<file path="config.mk">
export PLATFORM = sky130hd
export DESIGN_NAME = note_player_flat
export DESIGN_NICKNAME = d
export VERILOG_FILES = /design/src/rtl/music_pkg.sv /design/src/rtl/note_player_if.sv /design/src/rtl/note_player_tone_gen.sv /design/src/rtl/note_player.sv /design/src/flat_wrapper.sv
export SDC_FILE = /design/constraint.sdc
export NUM_CORES = 1
export LEC_CHECK = 0
export CAP_MARGIN = 10
export CORE_MARGIN = 2
export CORE_UTILIZATION = 24
export CTS_CLUSTER_SIZE = 12
export DETAILED_ROUTE_END_ITERATION = 8
export PLACE_DENSITY = 0.37
export SLEW_MARGIN = 20
export SYNTH_ARGS = -nofsm -noshare
export SYNTH_HDL_FRONTEND = slang
export SYNTH_HIERARCHICAL = 1
export SYNTH_SLANG_ARGS = --single-unit
export TNS_END_PERCENT = 1
</file>
<file path="constraint.sdc">
create_clock -name clk -period 2.77 [get_ports clk]
set_input_delay 0.554 -clock clk [delete_from_list [all_inputs] [get_ports clk]]
set_output_delay 0.554 -clock clk [all_outputs]
set_load 0.01 [all_outputs]
</file>
<file path="src/rtl/music_pkg.sv">
// Shared note codes, half-period table and playback state encoding
// for the note recorder/player datapath.
package music_pkg;

    localparam int NOTE_W = 3;
    localparam int HP_W   = 17;

    typedef logic [NOTE_W-1:0] note_t;
    typedef logic [HP_W-1:0]   hp_t;

    localparam note_t REST = 3'd0;
    localparam note_t C4   = 3'd1;
    localparam note_t D4   = 3'd2;
    localparam note_t E4   = 3'd3;
    localparam note_t F4   = 3'd4;
    localparam note_t G4   = 3'd5;
    localparam note_t A4   = 3'd6;
    localparam note_t B4   = 3'd7;

    typedef enum logic [1:0] {
        IDLE,
        FETCH,
        TONE
    } play_state_t;

    // Half-period in 50 MHz clock cycles; the shift shortens tones for simulation.
    function automatic hp_t note_half_period(input note_t code, input int unsigned shift);
        hp_t base;
        case (code)
            C4:      base = 17'd95556;
            D4:      base = 17'd85131;
            E4:      base = 17'd75843;
            F4:      base = 17'd71586;
            G4:      base = 17'd63776;
            A4:      base = 17'd56818;
            B4:      base = 17'd50619;
            default: base = '0;
        endcase
        return base >> shift;
    endfunction

endpackage

</file>
<file path="src/rtl/note_player_if.sv">
// Control-side bundle between the record/playback controller and note_player.
interface note_player_if #(
    parameter int AW     = 4,
    parameter int NOTE_W = 3
);
    logic              ld_note;
    logic [NOTE_W-1:0] note_in;
    logic              ld_play;
    logic [AW-1:0]     note_counter;
    logic              audio_out;
    logic [NOTE_W-1:0] cur_note;
    logic [AW:0]       wr_count;
    logic              full;

    modport master (
        output ld_note, note_in, ld_play, note_counter,
        input  audio_out, cur_note, wr_count, full
    );

    modport slave (
        input  ld_note, note_in, ld_play, note_counter,
        output audio_out, cur_note, wr_count, full
    );
endinterface

</file>
<file path="src/rtl/note_player_tone_gen.sv">
// Loadable half-period down-counter driving a toggle flop to make a square wave.
module tone_gen
    import music_pkg::*;
(
    input  logic clk,
    input  logic reset,
    input  logic load,
    input  hp_t  half_period,
    input  logic enable,
    output logic audio_out
);

    hp_t  r_count;
    logic r_audio;

    // The toggle lands on the cycle the count would reach zero, so the
    // output changes exactly every half_period enabled cycles.
    always_ff @(posedge clk or negedge reset) begin
        if (!reset) begin
            r_count <= '0;
            r_audio <= 1'b0;
        end else if (load) begin
            r_count <= half_period;
            r_audio <= 1'b0;
        end else if (enable) begin
            if (r_count <= hp_t'(1)) begin
                r_audio <= ~r_audio;
                r_count <= half_period;
            end else begin
                r_count <= r_count - hp_t'(1);
            end
        end
    end

    assign audio_out = r_audio;

endmodule

</file>
<file path="src/rtl/note_player.sv">
// Note memory, write pointer and playback FSM; the tone itself comes from tone_gen.
module note_player #(
    parameter int          DEPTH     = 16,
    parameter int          AW        = 4,
    parameter int          NOTE_W    = music_pkg::NOTE_W,
    parameter int unsigned DIV_SHIFT = 0
) (
    input logic         clk,
    input logic         reset,
    note_player_if.slave bus
);
    import music_pkg::*;

    logic [NOTE_W-1:0] r_mem [DEPTH];
    logic [AW:0]       r_wr_count;
    logic              r_ld_note_d;
    logic [NOTE_W-1:0] r_rd_note;
    logic [NOTE_W-1:0] r_cur_note;
    logic [AW-1:0]     r_idx;
    play_state_t       r_state;

    logic  w_full;
    logic  w_write;
    logic  w_load;
    logic  w_enable;
    note_t w_hp_note;
    hp_t   w_half_period;

    assign w_full  = (r_wr_count == (AW+1)'(DEPTH));
    assign w_write = bus.ld_note & ~r_ld_note_d & ~bus.ld_play & ~w_full;

    always_ff @(posedge clk or negedge reset) begin
        if (!reset) begin
            for (int i = 0; i < DEPTH; i++) begin
                r_mem[i] <= '0;
            end
            r_wr_count  <= '0;
            r_ld_note_d <= 1'b0;
        end else begin
            r_ld_note_d <= bus.ld_note;
            if (w_write) begin
                r_mem[r_wr_count[AW-1:0]] <= bus.note_in;
                r_wr_count                <= r_wr_count + (AW+1)'(1);
            end
        end
    end

    always_ff @(posedge clk or negedge reset) begin
        if (!reset) begin
            r_rd_note <= '0;
        end else begin
            r_rd_note <= r_mem[bus.note_counter];
        end
    end

    // Dropping ld_play overrides everything, including a pending index change.
    always_ff @(posedge clk or negedge reset) begin
        if (!reset) begin
            r_state    <= IDLE;
            r_cur_note <= '0;
            r_idx      <= '0;
        end else if (!bus.ld_play) begin
            r_state    <= IDLE;
            r_cur_note <= '0;
        end else begin
            case (r_state)
                IDLE: begin
                    r_state <= FETCH;
                    r_idx   <= bus.note_counter;
                end
                FETCH: begin
                    r_state    <= TONE;
                    r_cur_note <= r_rd_note;
                end
                TONE: begin
                    if (bus.note_counter != r_idx) begin
                        r_state <= FETCH;
                        r_idx   <= bus.note_counter;
                    end
                end
                default: r_state <= IDLE;
            endcase
        end
    end

    // Loading also clears the toggle flop, which silences the output on
    // entry to TONE and whenever playback stops.
    assign w_load        = ~bus.ld_play | (r_state == FETCH);
    assign w_enable      = (r_state == TONE) & (r_cur_note != '0);
    assign w_hp_note     = (r_state == FETCH) ? r_rd_note : r_cur_note;
    assign w_half_period = note_half_period(w_hp_note, DIV_SHIFT);

    tone_gen u_tone_gen (
        .clk         (clk),
        .reset       (reset),
        .load        (w_load),
        .half_period (w_half_period),
        .enable      (w_enable),
        .audio_out   (bus.audio_out)
    );

    assign bus.cur_note = r_cur_note;
    assign bus.wr_count = r_wr_count;
    assign bus.full     = w_full;

endmodule

</file>
<file path="src/flat_wrapper.sv">
// flat-port wrapper written by rule: the top's interface ports become plain ports
module note_player_flat import music_pkg::*;
#(
    parameter int          DEPTH     = 16,
    parameter int          AW        = 4,
    parameter int          NOTE_W    = music_pkg::NOTE_W,
    parameter int unsigned DIV_SHIFT = 0
)
  (clk, reset, bus_ld_note, bus_note_in, bus_ld_play, bus_note_counter, bus_audio_out, bus_cur_note, bus_wr_count, bus_full);
  note_player_if #(.AW(AW), .NOTE_W(NOTE_W)) bus_i ();
  input logic clk;
  input logic reset;
  input wire logic [$bits(bus_i.ld_note)-1:0] bus_ld_note;
  input wire logic [$bits(bus_i.note_in)-1:0] bus_note_in;
  input wire logic [$bits(bus_i.ld_play)-1:0] bus_ld_play;
  input wire logic [$bits(bus_i.note_counter)-1:0] bus_note_counter;
  output wire logic [$bits(bus_i.audio_out)-1:0] bus_audio_out;
  output wire logic [$bits(bus_i.cur_note)-1:0] bus_cur_note;
  output wire logic [$bits(bus_i.wr_count)-1:0] bus_wr_count;
  output wire logic [$bits(bus_i.full)-1:0] bus_full;
  assign bus_i.ld_note = bus_ld_note;
  assign bus_i.note_in = bus_note_in;
  assign bus_i.ld_play = bus_ld_play;
  assign bus_i.note_counter = bus_note_counter;
  assign bus_audio_out = bus_i.audio_out;
  assign bus_cur_note = bus_i.cur_note;
  assign bus_wr_count = bus_i.wr_count;
  assign bus_full = bus_i.full;
  note_player #(.DEPTH(DEPTH), .AW(AW), .NOTE_W(NOTE_W), .DIV_SHIFT(DIV_SHIFT)) u_core (.clk(clk), .reset(reset), .bus(bus_i));
endmodule
</file>
==> results of run 1 <==
power groups by stage:
stage | Sequential, mW | Combinational, mW | Clock (mW)
global route | 2.01 | 1.49 | 1.27
finish | 1.95 | 1.36 | 1.17
detailed placement | 1.97 | 1.37 | 0
global placement | 1.97 | 1.37 | 0
floorplan | 1.85 | 0.998 | 0
CTS | 1.95 | 1.38 | 1.22
how the worst max path moves through the flow:
stage	end	slack [ps]	depth (start not counted)
2_1_floorplan	u_core/u_tone_gen/r_count[10]	930	6
3_3_place_gp	u_core/r_mem[21]	230	5
3_5_place_dp	u_core/r_mem[37]	170	5
4_1_cts	bus_full	100	5
5_1_grt	bus_full	3	5
6_report	bus_full	120	5
worst max-delay path: cells and delay by family (launching register included):
| kind | cells | cell delay (ps) |
|---|---|---|
| flip-flops | 1 | 430 |
| buffers and inverters | 3 | 760 |
| adder cells (fa/ha/maj) | 1 | 350 |
| AND/OR/NAND/NOR | 1 | 210 |
layout make-up:
| cell class | instances | area share [%] |
|---|---|---|
| Inverter | 16 | 1.087 |
| Multi-Input combinational cell | 285 | 43.72 |
| Clock buffer | 11 | 4.392 |
| Sequential cell | 84 | 38.03 |
| Timing Repair Buffer | 36 | 5.977 |
| Tap cell | 265 | 6.000 |
| Clock inverter | 5 | 0.7924 |
cells by family after synthesis:
| group | after synthesis |
|---|---|
| AND/OR/NAND/NOR | 131 |
| flip-flops | 84 |
| multiplexers | 77 |
| AO/OA/AOI/OAI | 60 |
| buffers and inverters | 33 |
| XOR/XNOR | 11 |
| adder cells (fa/ha/maj) | 6 |
cells in the mapped netlist, types with 2 or more instances:
library cell	n
sky130_fd_sc_hd__dfrtp_1	84
sky130_fd_sc_hd__mux2_2	53
sky130_fd_sc_hd__nand2_1	38
sky130_fd_sc_hd__nor2_1	21
sky130_fd_sc_hd__inv_1	16
sky130_fd_sc_hd__mux4_2	11
sky130_fd_sc_hd__nand3_1	11
sky130_fd_sc_hd__mux2i_1	10
sky130_fd_sc_hd__xnor2_1	10
sky130_fd_sc_hd__a21oi_1	8
sky130_fd_sc_hd__nor3_1	8
sky130_fd_sc_hd__o21ai_0	8
sky130_fd_sc_hd__buf_2	7
sky130_fd_sc_hd__and2_1	6
sky130_fd_sc_hd__clkbuf_1	6
sky130_fd_sc_hd__ha_1	6
sky130_fd_sc_hd__nor2b_1	6
sky130_fd_sc_hd__a31oi_1	5
sky130_fd_sc_hd__nand2b_1	5
sky130_fd_sc_hd__a211oi_1	4
sky130_fd_sc_hd__nand4_1	4
sky130_fd_sc_hd__nor4_4	4
sky130_fd_sc_hd__o21ai_1	4
sky130_fd_sc_hd__a22oi_1	3
sky130_fd_sc_hd__and3_1	3
sky130_fd_sc_hd__nor2_2	3
sky130_fd_sc_hd__a211o_1	2
sky130_fd_sc_hd__a2bb2oi_1	2
sky130_fd_sc_hd__buf_6	2
sky130_fd_sc_hd__nand3_2	2
sky130_fd_sc_hd__nand3b_1	2
sky130_fd_sc_hd__nor3b_2	2
sky130_fd_sc_hd__nor4b_1	2
sky130_fd_sc_hd__o22a_1	2
sky130_fd_sc_hd__o22ai_1	2
sky130_fd_sc_hd__o2bb2ai_1	2
sky130_fd_sc_hd__or3_1	2
registers in the layout, summed over array words and instances (netlist names):
name and count:
u_core/r_rd_note 3, u_core/u_tone_gen/r_count 17, u_core/r_ld_note_d 1, u_core/r_state 2
u_core/bus.wr_count 5, u_core/bus.cur_note 3, u_core/r_mem 48, u_core/r_idx 4
u_core/u_tone_gen/audio_out 1
per-stage QoR:
stage	utilization, %	hold WS (ps)	instances
finish	28.68	172.0	702
global route	28.68	194.7	702
global placement	27.19	483.1	686
detailed placement	27.19	488.2	686
floorplan	-	258.4	402
CTS	28.68	186.3	702
metal layers:
layer	global-route usage, %	up-vias	part of all wire [%]
met5	0	-	0
met4	4.076	0	1.7
met3	3.299	16	3.4
met2	21.13	59	49
met1	16.76	1632	46
li1	-	1525	-
==> results.md, run 1 <==
Status:
- The run finished with clean final reports.

Power:
- In this run, the clock network consumes 26.1% of the power.
- The total power per unit cell area is 809.5 nW/um^2.
- Net switching is 34.08% of the power.
- Total power for the finished layout comes to 4.474 mW.
- The internal portion of total power is 2.949 mW.
- Summed over all cells, the static leakage comes to 2.329 nW.
- The peak ir drop on the vdd network is 0.3558 mV.
- The proportion of power drawn by flip-flops and latches is 43.5%.
- The analysis attributes to net switching a power of 1.524 mW.
- In this run, the combinational gates consume 30.4% of the power.

Critical path:
- The critical path in this run is classified as reg2out.
- The critical path endpoint category is an output pin.
- The startpoint of the most critical register-to-register path is u_core/r_state[1].
- For the worst flop-to-flop path, the logic depth is 8.
- On the critical path, the stage with the largest delay is an instance of sky130_fd_sc_hd__clkdlybuf4s50_1.
- Traced cell by cell, the critical path runs through inv_1 -> ha_1 -> nand3_1 -> inv_1 -> clkdlybuf4s50_1.
- At the worst endpoint, the arrival time is 2090 ps.
- In this run the critical register-to-register path is captured at u_core/u_tone_gen/r_count[14].
- The origin of the worst setup path is u_core/bus.wr_count[0].
- The highest cell delay on the worst timing path is 530 ps.
- In this run the register-to-register setup slack is 660 ps.
- The element type at the critical path start is a flip-flop.
- In this run the worst path has a maximum fanout of 6.
- The cell with the most instances on the worst path is sky130_fd_sc_hd__inv_1.
- The required time of the worst setup path is 2220 ps.

Floorplanning:
- The core outline area is 19270 um^2.
- The die span in x is 143.5 um.
- The floorplan step defined a die boundary enclosing 20590 um^2.
- The starting utilization of the core area is 24.23%.
- The boundary pin count is 21.
- The total number of placement rows is 51.
- Measured along the y axis, the die boundary spans 143.5 um.

Synth:
- The share of synthesized area spent on multiplexers is 21.33%.
- The post-synthesis instance total is 402.
- The number of warnings reported in the yosys synthesis log is 6.
- The average footprint of a synthesized cell is 11.62 um^2.
- The post-synth net total is 419.
- In the synthesized netlist the async set-or-reset flop fraction comes to 100.0%.
- The synthesized design contains 0 enable-type register cells.
- Yosys attributes the largest share of cell area to sky130_fd_sc_hd__dfrtp_1 45%, sky130_fd_sc_hd__mux2_2 13%, sky130_fd_sc_hd__mux4_2 5.3%, sky130_fd_sc_hd__nand2_1 3.1%, sky130_fd_sc_hd__mux2i_1 2.1%.
- The biggest area consumer among synthesized cells is sky130_fd_sc_hd__dfrtp_1.
- After Yosys synthesis, full adders, half adders and majority gates account for 1.608% of the synthesized area.
- The total standard cell area after synthesis is 4669 um^2.
- The main combinational cell family by area after synthesis is multiplexers.
- After Yosys synthesis, and, or, nand and nor cells account for 16.91% of the synthesized area.
- The synthesized design contains 84 register bits.
- The synthesized netlist devotes 9.834% of its cell area to compound gates.
- Summing the areas of all xor and xnor instances in the mapped netlist gives 2.063% of the synthesized area.
- Synthesis instantiated 73 different standard cells from the library.
- In the synthesized netlist the dominant register cell turns out to be sky130_fd_sc_hd__dfrtp_1.
- The share of the Yosys chip area taken by registers is 45.02%.
- The fraction of synthesized cell area taken by the top area cell type is 45.02%.

Timing:
- The clock arrives with 9.816 ps of skew.
- The transition time at the pin with the least slew margin is 679.4 ps.
- The post-route worst setup slack is 124.1 ps.
- The total count of hold-check failures in the final report came to 0.
- The number of setup violations in the final report is 0.
- Dividing the final minimum period by the clock period gives 95.52%.
- Timing would allow up to 377.9 MHz.
- The time the final worst path needs with I/O delays and setup is 2646 ps.
- Setup repair after global routing left no endpoint under its margin.
- Setup total negative slack on the finished layout was measured at 0 ps.
- The relative max-transition margin is 54.57%.
- The max-slew violation total from the final report is 0.

Global routing:
- The initial antenna violation count is 0.
- Global routing used 12.92% of the available tracks.
- Summed over all layers, the global routing overflow is 0.
- The via count of the first global-routing pass is 3434.
- The first global-routing pass estimated 20040 um of wire.
- The largest net degree at the start of global routing is 38.

Routing:
- The post-detailed-route wirelength per cell is 17.40 um.
- The number of design-rule violations left by the first detailed-router iteration is 162.
- The detailed router placed 3232 vias in this run.
- The total DRC errors in the routed layout is 0.
- The detail route stage leaves a number of antenna-violating nets equal to 0.
- The total wire length after detailed routing is 12220 um.
- The detailed-routing iteration count for the pre-antenna-repair pass is 4.
- After detailed routing, the number of vias per cell comes to 4.604.

Placed design:
- Input and output buffers added on the ports amount to 20.
- The detailed placer's ending HPWL is 9092 um.
- At the end of routability-driven placement, the weighted congestion stood at 0.7956.
- The post-placement cell area is 5240 um^2.
- Before CTS, the worst setup slack after placement is 169.5 ps.

Clocking:
- The number of instances resized during post-cts repair is 0.
- Clock latency on the worst-skew pair, taken at its later pin, is 340 ps.
- The CTS clock-pin slew for the worst setup and hold paths is 70 ps.
- The tree is rooted in a sky130_fd_sc_hd__clkbuf_16.
- The maximum count of clock buffers along a single path is 2.
- Hold repair after CTS inserted 0 buffers.
- TritonCTS built the clock tree.
- Post-CTS timing repair inserted 0 buffers for setup.
- The CTS buffer count is 9.
- The total clock sinks is 84.
- In this run the number of H-tree levels came out at 3.

Cells and area:
- 0 antenna diodes ended up in the layout.
- The library cells used most frequently in the layout, excluding fill and tap cells, are 84 x sky130_fd_sc_hd__dfrtp_1, 53 x sky130_fd_sc_hd__mux2_2, 38 x sky130_fd_sc_hd__nand2_1.
- The sequential cell area in the final layout is 2102 um^2.
- The synthesis-to-layout area growth is 18.35%.
- The number of fill cells in the layout is 2023.
- The library cell used most frequently in the layout, excluding fill and tap cells, is sky130_fd_sc_hd__dfrtp_1.
- After routing the design area is 5527 um^2.
- The share of cells above drive strength 1 is 28.60%.
- The final layout contains 449 nets.
- The area of the multi-input gates is 2416 um^2.

Min path:
- The path class of the tightest hold or removal check is in2async.

Run:
- Max-cap violations in this run came to 0.
(Power assumes the default switching activity.)
==> run 2, diff against run 1 <==
Clock period 2.77 ns to 2.8 ns, I/O delays scaled along.
==> run 2 against run 1 <==
  * Clock-buffer cell count shrank 1
  * Global-route usage up 0.090 points
  * Wire length unchanged
  * Via count up 1.5%
  * Die area stayed put
  * Utilization unchanged
  * Hold slack gained 49 ps
  * Clock skew up 1.6 ps
  * Worst setup slack improved by 98 ps
==> results.md, run 2 (same netlist as run 1, synthesis figures left out) <==
Critical path:
- The cell that appears most often on the critical path is sky130_fd_sc_hd__inv_1.
- STA classifies the critical path endpoint as an output pin.
- On the critical path, the stage with the largest delay is an instance of sky130_fd_sc_hd__clkdlybuf4s50_1.
- The worst-case reg-to-reg path depth came to 8 (unchanged).
- The gate family responsible for the most delay along the worst path is buffers and inverters.
- The required time of the worst setup path is 2240 ps (+20 ps).
- The element type at the critical path start is a flip-flop.
- The logic depth of the worst setup path including buffers is 5 (unchanged).
- The critical path goes through inv_1 -> ha_2 -> nand3_1 -> inv_1 -> clkdlybuf4s50_1.
- The highest cell delay on the worst timing path is 540 ps (about the same).
- The critical path data arrival time is 2020 ps (-70 ps).
- The buffering stage count on the worst path with inverters included was 3 (unchanged).
- The largest fanout of any net on the critical path came to 6 (unchanged).
- By startpoint and endpoint, the worst setup path is classified as reg2out.

Cells and area:
- The number of fill cells in the layout is 2071 (+2.4%).
- The leading cell type in the layout, fill and taps excluded is sky130_fd_sc_hd__dfrtp_1.
- The final non-filler cell total is 698 (-0.57%).
- The share of cells above drive strength 1 is 28.41% (-0.20 points).
- The number of flip-flops in the largest register is 48 (unchanged).
- The number of antenna cells inserted came to 0 (unchanged).
- The net count reported at finish is 445 (-0.89%).
- The final cell utilization of the core is 28.68% (unchanged).
- The library cells used most frequently in the layout, excluding fill and tap cells, are 84 x sky130_fd_sc_hd__dfrtp_1, 53 x sky130_fd_sc_hd__mux2_2, 38 x sky130_fd_sc_hd__nand2_1.
- Counting flops per register, the top entry is u_core/r_mem.
- The synthesis-to-layout area growth is 18.35% (unchanged).

Run:
- The max-cap check violation count was 0 (unchanged).

Min path:
- In this run the worst hold path is classified as in2async.

Clocking:
- The total clock sinks is 84 (unchanged).
- The maximum count of clock buffers along a single path is 2 (unchanged).
- The CTS clock-pin slew for the worst setup and hold paths is 70 ps (about the same).
- The latest clock arrival within the worst-skew pair is 340 ps (about the same).
- The H-tree depth is 3 (unchanged).
- The tree is rooted in a sky130_fd_sc_hd__clkbuf_16.
- The CTS tree is yes.
- The CTS buffer count is 9 (unchanged).

Timing:
- The total count of hold-check failures in the final report came to 0 (unchanged).
- Setup repair after global routing left no endpoint under its margin.
- The max-slew violation total from the final report was 0 (unchanged).
- The time the final worst path needs with I/O delays and setup is 2578 ps.
- The transition time at the pin with the least slew margin is 627.1 ps (-52.28 ps).
- The final clock skew is 11.39 ps (+1.572 ps).
- After layout, the worst path uses 92.08% of the clock period.
- Timing would allow up to 387.9 MHz.
- The number of setup violations in the final report is 0 (unchanged).
- The relative max-transition margin is 58.06% (+3.5 points).
- The post-route worst setup slack is 221.8 ps (+97.68 ps).
- The aggregate negative setup slack is 0 ps (unchanged).

Floorplanning:
- The boundary pin count is 21 (unchanged).
- The core outline area is 19270 um^2 (unchanged).
- The floorplan die area came to 20590 um^2 (unchanged).
- The die span in x is 143.5 um (unchanged).
- The height of the chip came to 143.5 um (unchanged).
- The total number of placement rows was 51 (unchanged).
- The starting utilization of the core area came to 24.23% (unchanged).

Routing:
- The count of antenna-violating nets left after detailed routing is 0 (unchanged).
- The post-detailed-route wirelength per cell is 17.50 um (+0.57%).
- The detailed-routing iteration count for the pre-antenna-repair pass is 4 (unchanged).
- The count of vias placed by the detailed router is 3280 (+1.5%).
- The total wire length after detailed routing is 12220 um (unchanged).
- The ratio of routed vias to standard cells is 4.699 (+2.1%).
- The number of design-rule violations left by the first detailed-router iteration is 213 (+31%).
- The total DRC errors in the routed layout is 0 (unchanged).

Power:
- The leakage power figure was 2.320 nW (-0.37%).
- The total power per unit cell area is 824.3 nW/um^2 (+1.8%).
- The peak ir drop on the vdd network is 0.3368 mV (-5.4%).

Status:
- The run finished with clean final reports.

Global routing:
- The via count of the first global-routing pass was 3565 (+3.8%).
- The largest net degree at the start of global routing came to 47 (+24%).
- The global-route wire length before repair is 20480 um (+2.2%).
- The total grt overflow is 0 (unchanged).
- The initial antenna violation count is 0 (unchanged).
- The overall routing resource usage is 13.01% (+0.090 points).

Placed design:
- The pre-CTS setup slack is 80.37 ps (-89.09 ps).
- The count of input and output buffers is 20 (unchanged).
- The detailed placer's ending HPWL is 8768 um (-3.6%).
- The total instance count after detailed placement is 682 (-0.58%).
- The final weighted congestion in routability-driven placement is 0.7557 (-5.0%).
-- run 2: cell types whose count changed in the layout (fill, tap and decap cells not counted), sizes merged --
| cell | previous run | this run |
|---|---|---|
| clkinv | 3 | 0 |
| clkinvlp | 0 | 1 |
| clkbuf | 11 | 10 |
| inv | 18 | 20 |
| buf | 17 | 13 |
| bufinv | 0 | 1 |
-- run 2: timing repair --
item,in CTS,in global routing
hold buffers,0,0
endpoints found under the setup margin,0,1
gates resized for setup,0,1
setup buffers,0,0
-- run 2: worst paths after layout --
path,end,slack [ps],startpoint
max,bus_full,220,u_core/bus.wr_count[0]
min,u_core/u_tone_gen/r_count[15],220,reset
max reg2reg,u_core/u_tone_gen/r_count[14],510,u_core/r_state[1]
min reg2reg,u_core/r_mem[1],500,u_core/r_mem[1]
max in group asynchronous,u_core/bus.wr_count[3],1940,reset
min in group clk,u_core/r_mem[1],500,u_core/r_mem[1]
-- run 2: power breakdown --
| part | total (mW) | internal [mW] | switching [mW] | leakage [nW] |
|---|---|---|---|---|
| registers | 1.93 | 1.58 | 0.350 | 1.09 |
| logic | 1.35 | 0.699 | 0.652 | 1.07 |
| clock network | 1.28 | 0.733 | 0.547 | 0.152 |
-- run 2: metal layers --
| metal | track usage (%) | routed length, um | part of all wire [%] |
|---|---|---|---|
| met5 | 0 | 0 | 0 |
| met4 | 3.715 | 154 | 1.3 |
| met3 | 3.066 | 378 | 3.1 |
| met2 | 21.75 | 6074 | 50 |
| met1 | 16.80 | 5610 | 46 |
-- run 2: area by class of cell --
class	instances	area [um^2]	area share, %
Inverter	16	60.06	1.087
Multi-Input combinational cell	285	2419	43.76
Clock buffer	10	239.0	4.324
Timing Repair Buffer	32	300.3	5.434
Clock inverter	6	75.07	1.358
Tap cell	265	331.6	6.000
Sequential cell	84	2102	38.03
-- run 2: stage by stage --
stage	instance area (um^2)	power (mW)	hold WS (ps)
4_1_cts	5524	4.611	237.8
2_1_floorplan	4669	2.819	264.4
3_5_place_dp	5210	3.305	488.2
6_report	5527	4.556	221.0
5_1_grt	5527	4.852	260.4
3_3_place_gp	5210	3.302	482.7
==> run 3, diff against run 2 <==
Settings changed: DONT_BUFFER_PORTS from default to 1, PLACE_DENSITY 0.37 to 0.35.
==> run 3 against run 2 <==
  * Clock-buffer cell count increased by 2
  * Die area unchanged
  * Worst setup slack better by 300 ps
  * Largest cell class unchanged
  * Wire length rose by 0.61%
  * Highest routed layer unchanged
==> results.md, run 3 (same netlist as run 1, synthesis figures left out) <==
Timing:
- The total count of hold-check failures in the final report is 0 (unchanged).
- The achievable clock frequency is 439.4 MHz (+13%).
- The transition time at the pin with the least slew margin came to 569.0 ps (-58.05 ps).
- The post-route worst setup slack is 523.9 ps (+302.1 ps).
- The number of setup violations in the final report is 0 (unchanged).
- The aggregate negative setup slack is 0 ps (unchanged).
- The share of the clock period used by the worst path after layout is 81.29% (-11 points).
- The final clock skew was 11.51 ps (+0.1237 ps).
- Setup repair after global routing left no endpoint under its margin.
- The relative max-transition margin is 60.98% (+2.9 points).
- The max-slew violation total from the final report came to 0 (unchanged).
- The time the final worst path needs with I/O delays and setup is 2276 ps (-302.1 ps).

Power:
- The power consumption is 4.299 mW (-5.6%).
- The peak ir drop on the vdd network is 0.3089 mV (-8.3%).
- The leakage power figure was 2.206 nW (-4.9%).
- The total power per unit cell area is 818.1 nW/um^2 (-0.76%).

Critical path:
- The setup slack on the worst flop-to-flop path came to 610 ps (+100 ps).
- The worst setup path is captured at an output pin.
- The required time of the worst setup path is 2240 ps (about the same).
- The largest fanout of any net on the critical path came to 6 (unchanged).
- The critical path data arrival time is 1720 ps (-300 ps).
- The worst setup path is launched from a flip-flop.
- The class of the most critical setup path is reg2out.

Clocking:
- The total clock sinks is 84 (unchanged).
- The cell chosen for the clock root is sky130_fd_sc_hd__clkbuf_16.
- The CTS tree is yes.
- The H-tree depth is 3 (unchanged).
- The number of instances resized during post-cts repair is 0 (unchanged).
- The maximum count of clock buffers along a single path was 2 (unchanged).
- The CTS clock-pin slew for the worst setup and hold paths is 70 ps (about the same).
- The number of buffers added to fix hold violations after cts came to 1 (+1).
- The CTS buffer count is 9 (unchanged).
- The latest clock arrival within the worst-skew pair came to 350 ps (about the same).
- The number of buffers added for setup after CTS is 0 (unchanged).

Cells and area:
- The sequential cell area in the final layout is 2102 um^2 (unchanged).
- The library cell used most frequently in the layout, excluding fill and tap cells, is sky130_fd_sc_hd__dfrtp_1.
- The share of cells above drive strength 1 is 27.83% (-0.57 points).
- The largest register by flop count is u_core/r_mem.
- The net count reported at finish is 418 (-6.1%).
- The number of flip-flops in the largest register came to 48 (unchanged).
- The top cell types in the final layout, fill and taps aside, are 84 x sky130_fd_sc_hd__dfrtp_1, 53 x sky130_fd_sc_hd__mux2_2, 38 x sky130_fd_sc_hd__nand2_1.
- From synthesis to final layout, the design area changed by 12.54%.
- The area of the multi-input gates is 2416 um^2 (-0.10%).
- The cell area after layout is 5255 um^2 (-4.9%).
- The number of fill cells in the layout was 2073 (+0.097%).
- The number of antenna cells inserted was 0 (unchanged).
- The final non-filler cell total is 671 (-3.9%).

Placed design:
- The total instance count after detailed placement is 654 (-4.1%).
- The count of input and output buffers is 0 (-100%).
- The detailed placer's ending HPWL is 8597 um (-2.0%).
- The post-placement cell area is 4940 um^2 (-5.2%).
- The final weighted congestion in routability-driven placement is 0.8403 (+11%).
- The pre-CTS setup slack is 588.4 ps (+508.1 ps).

Min path:
- The class of the worst hold path is in2async.

Floorplanning:
- The die span in x is 143.5 um (unchanged).
- The height of the chip is 143.5 um (unchanged).
- The total number of placement rows is 51 (unchanged).
- The core outline area is 19270 um^2 (unchanged).
- The boundary pin count is 21 (unchanged).
- The starting utilization of the core area was 24.23% (unchanged).
- The floorplan die area is 20590 um^2 (unchanged).

Run:
- The max-cap check violation count is 0 (unchanged).

Routing:
- The total DRC errors in the routed layout is 0 (unchanged).
- The detailed-routing iteration count for the pre-antenna-repair pass is 4 (unchanged).
- The number of design-rule violations left by the first detailed-router iteration is 210 (-1.4%).
- The count of antenna-violating nets left after detailed routing is 0 (unchanged).
- The count of vias placed by the detailed router was 3165 (-3.5%).
- The ratio of routed vias to standard cells came to 4.717 (+0.38%).
- The total wire length after detailed routing is 12290 um (+0.61%).
- The post-detailed-route wirelength per cell is 18.32 um (+4.7%).

Status:
- The flow ran to the end, and the final reports show no timing, DRC or antenna violations.

Global routing:
- The global-route wire length before repair was 19790 um (-3.4%).
- The initial antenna violation count was 0 (unchanged).
- The largest net degree at the start of global routing is 85 (+81%).
- The overall routing resource usage is 12.89% (-0.12 points).
- The via count of the first global-routing pass came to 3320 (-6.9%).
- The total grt overflow came to 0 (unchanged).
-- run 3: worst paths after layout --
| check | cells past startpoint | end | startpoint |
|---|---|---|---|
| min in group clk | 0 | u_core/r_ld_note_d | bus_ld_note |
| max reg2reg | 8 | u_core/u_tone_gen/r_count[14] | u_core/r_state[1] |
| max in group asynchronous | 1 | u_core/r_mem[42] | reset |
| min reg2reg | 1 | u_core/r_mem[11] | u_core/r_mem[11] |
| min | 1 | u_core/u_tone_gen/r_count[3] | reset |
| max | 4 | bus_full | u_core/bus.wr_count[0] |
-- run 3: cell type report --
type / instances / share of cell area [%]
tap: 265 / 6.310
sequential: 84 / 40.00
inverter: 16 / 1.143
timing repair buffer: 5 / 1.095
clock inverter: 4 / 0.5952
clock buffer: 12 / 4.881
multi-input combinational: 285 / 45.98
-- run 3: through the flow --
stage          util [%]  hold slack, ps
5_1_grt           27.27           138.7
2_1_floorplan         -           264.4
6_report          27.27           103.3
4_1_cts           27.27           140.2
3_3_place_gp      25.63           270.1
3_5_place_dp      25.63           270.3
-- run 3: critical path: stages (launching register included) --
cell                      delay (ps)
sky130_fd_sc_hd__dfrtp_1         460
sky130_fd_sc_hd__inv_1           150
sky130_fd_sc_hd__ha_1            360
sky130_fd_sc_hd__nand3_1         250
sky130_fd_sc_hd__inv_1           160
-- run 3: where the power goes --
part,internal [mW],switching [mW],total (mW)
Combinational,0.606,0.575,1.18
Sequential,1.58,0.371,1.95
Clock,0.655,0.516,1.17
Total,2.84,1.46,4.30
-- run 3: metal layers --
layer / wire (um) / track usage, % / up-vias
met4: 147 / 3.870 / 0
li1: - / - / 1468
met5: 0 / 0 / -
met3: 483 / 3.499 / 10
met1: 5881 / 17.54 / 1631
met2: 5779 / 20.05 / 56
